## src/rtl/div_controller.sv

```systemverilog
// Control FSM for the 5-bit restoring divider: operand load, five shift/subtract steps, two-phase readout.
// Optional DIV_ERR_CHECK_EN adds the divide-by-zero / overflow CHECK stage and the error states.
module div_controller (
  input  logic clk,
  input  logic rst,
  input  logic start,
  input  logic zero_flag,
  input  logic overflow_flag,
  input  logic MSB,
  input  logic Co,
  output logic selA,
  output logic selB,
  output logic ldA,
  output logic ldB,
  output logic ldQ,
  output logic shL,
  output logic sel_out,
  output logic selTRI,
  output logic init_counter,
  output logic inc_counter,
  output logic ready,
  output logic q_valid,
  output logic r_valid,
  output logic err_div0,
  output logic err_ovf
);

  typedef enum logic [3:0] {
    IDLE   = 4'd0,
    LOAD_Q = 4'd1,
    LOAD_A = 4'd2,
    LOAD_B = 4'd3,
    CHECK  = 4'd4,
    SHIFT  = 4'd5,
    SUB    = 4'd6,
    OUT_Q  = 4'd7,
    OUT_R  = 4'd8,
    ERR_Z  = 4'd9,
    ERR_O  = 4'd10
  } state_t;

  state_t state_q, state_d;

  logic lda_q, ldb_q, sub_q;
  logic lda_d, ldb_d, sub_d;
  logic ldq_d, shl_d, sel_out_d, tri_d, init_d, inc_d, ready_d, qv_d, rv_d, ez_d, eo_d;
  logic sub_ld_c;

`ifndef DIV_ERR_CHECK_EN
  // Datapath flags only matter when the check stage is built in.
  logic unused_flags;
  assign unused_flags = zero_flag ^ overflow_flag;
`endif

  // Next state, plus Moore outputs decoded from the next state so they register in step with it.
  always_comb begin
    state_d   = state_q;
    ldq_d     = 1'b0;
    lda_d     = 1'b0;
    ldb_d     = 1'b0;
    sub_d     = 1'b0;
    shl_d     = 1'b0;
    sel_out_d = 1'b0;
    tri_d     = 1'b0;
    init_d    = 1'b0;
    inc_d     = 1'b0;
    ready_d   = 1'b0;
    qv_d      = 1'b0;
    rv_d      = 1'b0;
    ez_d      = 1'b0;
    eo_d      = 1'b0;

    case (state_q)
      IDLE:   if (start) state_d = LOAD_Q;
      LOAD_Q: state_d = LOAD_A;
      LOAD_A: state_d = LOAD_B;
`ifdef DIV_ERR_CHECK_EN
      LOAD_B: state_d = CHECK;
      CHECK: begin
        if (zero_flag)          state_d = ERR_Z;
        else if (overflow_flag) state_d = ERR_O;
        else                    state_d = SHIFT;
      end
      ERR_Z:  state_d = IDLE;
      ERR_O:  state_d = IDLE;
`else
      LOAD_B: state_d = SHIFT;
`endif
      SHIFT:  state_d = SUB;
      SUB:    state_d = Co ? OUT_Q : SHIFT;
      OUT_Q:  state_d = OUT_R;
      OUT_R:  state_d = IDLE;
      default: state_d = IDLE;
    endcase

    case (state_d)
      IDLE:   ready_d = 1'b1;
      LOAD_Q: ldq_d   = 1'b1;
      LOAD_A: lda_d   = 1'b1;
      LOAD_B: begin
        ldb_d  = 1'b1;
        init_d = 1'b1;
      end
      SHIFT: begin
        shl_d = 1'b1;
        inc_d = 1'b1;
      end
      SUB:   sub_d = 1'b1;
      OUT_Q: begin
        tri_d     = 1'b1;
        sel_out_d = 1'b1;
        qv_d      = 1'b1;
      end
      OUT_R: begin
        tri_d = 1'b1;
        rv_d  = 1'b1;
      end
      ERR_Z:  ez_d = 1'b1;
      ERR_O:  eo_d = 1'b1;
      default: ;
    endcase
  end

  always_ff @(posedge clk or negedge rst) begin
    if (!rst) begin
      state_q      <= IDLE;
      lda_q        <= 1'b0;
      ldb_q        <= 1'b0;
      sub_q        <= 1'b0;
      ldQ          <= 1'b0;
      shL          <= 1'b0;
      sel_out      <= 1'b0;
      selTRI       <= 1'b0;
      init_counter <= 1'b0;
      inc_counter  <= 1'b0;
      ready        <= 1'b1;
      q_valid      <= 1'b0;
      r_valid      <= 1'b0;
      err_div0     <= 1'b0;
      err_ovf      <= 1'b0;
    end else begin
      state_q      <= state_d;
      lda_q        <= lda_d;
      ldb_q        <= ldb_d;
      sub_q        <= sub_d;
      ldQ          <= ldq_d;
      shL          <= shl_d;
      sel_out      <= sel_out_d;
      selTRI       <= tri_d;
      init_counter <= init_d;
      inc_counter  <= inc_d;
      ready        <= ready_d;
      q_valid      <= qv_d;
      r_valid      <= rv_d;
      err_div0     <= ez_d;
      err_ovf      <= eo_d;
    end
  end

  // SUB accepts the difference only when it is non-negative; MSB is the live sign from the datapath.
  assign sub_ld_c = sub_q & ~MSB;
  assign ldA  = lda_q | sub_ld_c;
  assign ldB  = ldb_q | sub_ld_c;
  assign selA = sub_ld_c;
  assign selB = sub_ld_c;

endmodule

```

## config.mk

```make
export PLATFORM = sky130hd
export DESIGN_NAME = div_controller
export DESIGN_NICKNAME = d
export VERILOG_FILES = /design/src/rtl/div_controller.sv
export SDC_FILE = /design/constraint.sdc
export NUM_CORES = 1
export LEC_CHECK = 0
export BUFFER_PORTS_ARGS = -buffer_cell sky130_fd_sc_hd__buf_2
export CAP_MARGIN = 5
export CORE_AREA = 3 3 40 42
export DETAILED_ROUTE_END_ITERATION = 7
export DIE_AREA = 0 0 43 45
export GPL_TIMING_DRIVEN = 0
export MAX_ROUTING_LAYER = met4
export PLACE_DENSITY_LB_ADDON = 0.1
export SKIP_CTS_REPAIR_TIMING = 1
export SLEW_MARGIN = 20
export SYNTH_ARGS = -nofsm -noshare
export SYNTH_HDL_FRONTEND = slang
export SYNTH_SLANG_ARGS = --single-unit
```

## constraint.sdc

```tcl
create_clock -name clk -period 2.04 [get_ports clk]
set_input_delay 0.306 -clock clk [delete_from_list [all_inputs] [get_ports clk]]
set_output_delay 0.306 -clock clk [all_outputs]
set_load 0.01 [all_outputs]
```

==> key figures <==
STA
  – Clock skew: approximately 5.3 ps
  – Fin. max-slew vios: 0
  – Final setup fails: 0
  – Fin Hold WS: 244 ps
  – RSZ-0062 raised after global routing: false
  – Post-layout min period: 1360 ps
  – Max Clk Rate: 0.737 GHz
  – Crit share post-route: 66.5%
  – Fin Setup TNS: 0 ps
  – Final hold vios: 0

Die
  – Core area: 1280 µm²
  – Die Ht: about 45 µm
  – Die width: 43 µm
  – Total die area: 1940 µm²
  – Rows: 13
  – Ports: 22
  – Initial core utilization: between 40% and 50%

Route
  – Vias: 456
  – WL final: 1.04 mm
  – DR pass1 iterations: 4
  – Vias/cell: about 4.9
  – Starting DRC count in detailed routing: 4
  – Wirelength per Cell: 11.1 µm
  – DRC Markers: 0
  – Post-DRT Antenna Nets: 0

Power and ir drop
  – Pwr dens: 1420 nW/µm²
  – Max rail drop VDD: roughly 780 µV
  – Pleak: 0.000441 µW
  – Total power: between 1000 and 1500 µW

GRT
  – Initial antenna violation count: 0
  – Grt ovf: 0
  – Largest net degree at the start of global routing: 16
  – First-pass GRT wire length: 1.84 mm
  – Vias in the first global route: 422
  – GRT Util Overall: between 10% and 20%

Synthesis
  – Unique masters post-synth: 23
  – Main combinational cell family by area after synthesis: simple AND/OR/NAND/NOR gates
  – Simple-gate area share of the yosys netlist: 19.2%
  – Post-Synthesis Mean Instance Area: 11.3 µm²
  – Compound-Gate Fraction of Synth Area: 6.34%
  – Proportion of synthesized area in mux cells: 1.64%
  – Syn. warnings: 0
  – Xor/xnor share of the synthesized area: roughly 1.4%
  – Seq/Total Area, Yosys: 61.6%
  – Synth Area in Adders: 0%
  – Synth Instances: 54
  – Syn Std Cell Area: 612 µm²
  – Flops & latches, synth: 15

Critical path
  – Nature of the critical path endpoint: primary output
  – Worst path bufs/invs: 3
  – WP data arrival: 1050 ps
  – Worst path depth: 4
  – Critical path class: reg2out
  – Slowest stage cell, crit path: dfrtp_1
  – CP cell instances: nand2b_1, inv_1, buf_4, buf_2
  – Critical Path Fanout Max: 3
  – Setup crit start kind: flop
  – Slowest cell delay on critical path: 360 ps
  – Worst R2R Path Depth: 2
  – Req. time, crit path: 1730 ps
  – CP top delay family: flip-flops

CTS
  – Total CTS buffers: 3
  – H-tree levels: 1
  – Root Driver: clkbuf_4
  – Worst-Skew Late Latency: 280 ps
  – TritonCTS clock tree: built
  – CTS sink cnt: 15
  – Longest Clk Path Bufs: 2
  – Clk slew on worst S/H paths: 80 ps

Finish
  – Storage cell area: roughly 380 µm²
  – Final Net Count: 87
  – Ant diodes: 0
  – Share of cells above drive strength 1: 43.0%
  – Area grow syn2layout: 25.2%
  – Final core utilization: 59.6%
  – Multi-input logic area: 183 µm²
  – Max reg flops: 4
  – Largest reg by FF count: state_q
  – Number of fill cells in the layout: 125

Hold path
  – Hold depth: 3
  – HP Class: in2reg

Run
  – Max Cap Viol: 0

Outcome
  – Status: complete, no violations

Placement
  – # port buffers: 19
  – Placer Congestion: roughly 0.74
  – Post-DP HPWL: 750 µm
[cell type report]
class | instances | share of cell area, %
Multi-Input combinational cell | 31 | 23.9
Clock buffer | 4 | 3.43
Inverter | 3 | 1.47
Buffer | 6 | 5.88
Timing Repair Buffer | 20 | 13.7
Tap cell | 15 | 2.45
Sequential cell | 15 | 49.2
[power breakdown]
part	switching [µW]	internal, µW	total [µW]
sequential	42.1	397	439
combinational	257	227	484
clock	87.9	75.9	164
total	387	700	1090
[placed cells by master (no fill, tap or decap), drive strengths merged]
cell type    instances
dlygate4sd3          1
a21oi                1
and3                 3
clkbuf               5
nor4                 2
mux2i                1
buf                 24
dfrtp               14
conb                 2
nand2                3
inv                  3
a2bb2oi              1
xor2                 1
nor3                 4
nor2                 5
o21ai                1
and2b                1
a211oi               1
dfstp                1
a21o                 1
nand2b               4
[per-layer routing]
metal | routed length (µm) | global-route usage [%] | vias to the layer above
met2 | 506 | 20.1 | 20
met4 | 16 | 7.23 | 0
met5 | 0 | - | -
met3 | 96 | 3.98 | 3
li1 | - | - | 223
met1 | 422 | 16.7 | 210
[path summary, 6_finish.rpt]
| check | startpoint | to | slack (ps) |
|---|---|---|---|
| worst min-delay path | start | ldQ$_DFF_PN0_ | 240 |
| worst max register to register | state_q[3]$_DFF_PN0_ | selTRI$_DFF_PN0_ | 1020 |
| min in group asynchronous | rst | err_ovf$_DFF_PN0_ | 450 |
| worst max-delay path | sub_q$_DFF_PN0_ | selB | 680 |
| max in group asynchronous | rst | ready$_DFF_PN1_ | 1300 |
| worst min register to register | state_q[0]$_DFF_PN0_ | ldb_q$_DFF_PN0_ | 580 |
[Yosys cell counts, drive strengths merged]
master / instances / area, µm²
dfrtp: 14 / 350
buf: 5 / 41.3
nor2: 5 / 18.8
nand2b: 4 / 25.0
nor3: 4 / 20.0
and3: 3 / 21.3
inv: 3 / 11.3
nand2: 3 / 11.3
nor4: 2 / 12.5
a211oi: 1 / 12.5
a21o: 1 / 7.51
a21oi: 1 / 5.00
a2bb2oi: 1 / 8.76
and2b: 1 / 8.76
clkbuf: 1 / 3.75
conb: 1 / 3.75
dfstp: 1 / 26.3
mux2i: 1 / 10.0
o21ai: 1 / 5.00
xor2: 1 / 8.76
[per-stage QoR]
step / worst slack, ps / instances / instance area [µm²]
after floorplan: 1040 / 55 / 616
after global placement: 895 / 89 / 729
after detailed placement: 887 / 89 / 729
after CTS: 668 / 93 / 756
after global routing: 598 / 94 / 766
final: 683 / 94 / 766
[worst reg2reg max path, cell delays in order (launching register included)]
cell and delay [ps]:
dfrtp_1 380, clkbuf_1 220, nor4_1 310
[cell families (layout without fill, tap and decap cells)]
group | count (synthesis) | after routing
DFF | 15 | 15
other | 1 | 2
buffers and inverters | 9 | 33
AOI/OAI and AO/OA | 5 | 5
xor gates and xnor gates | 1 | 1
and+or+nand+nor | 22 | 22
muxes | 1 | 1
Note: power is estimated with default switching activity, not from simulation.
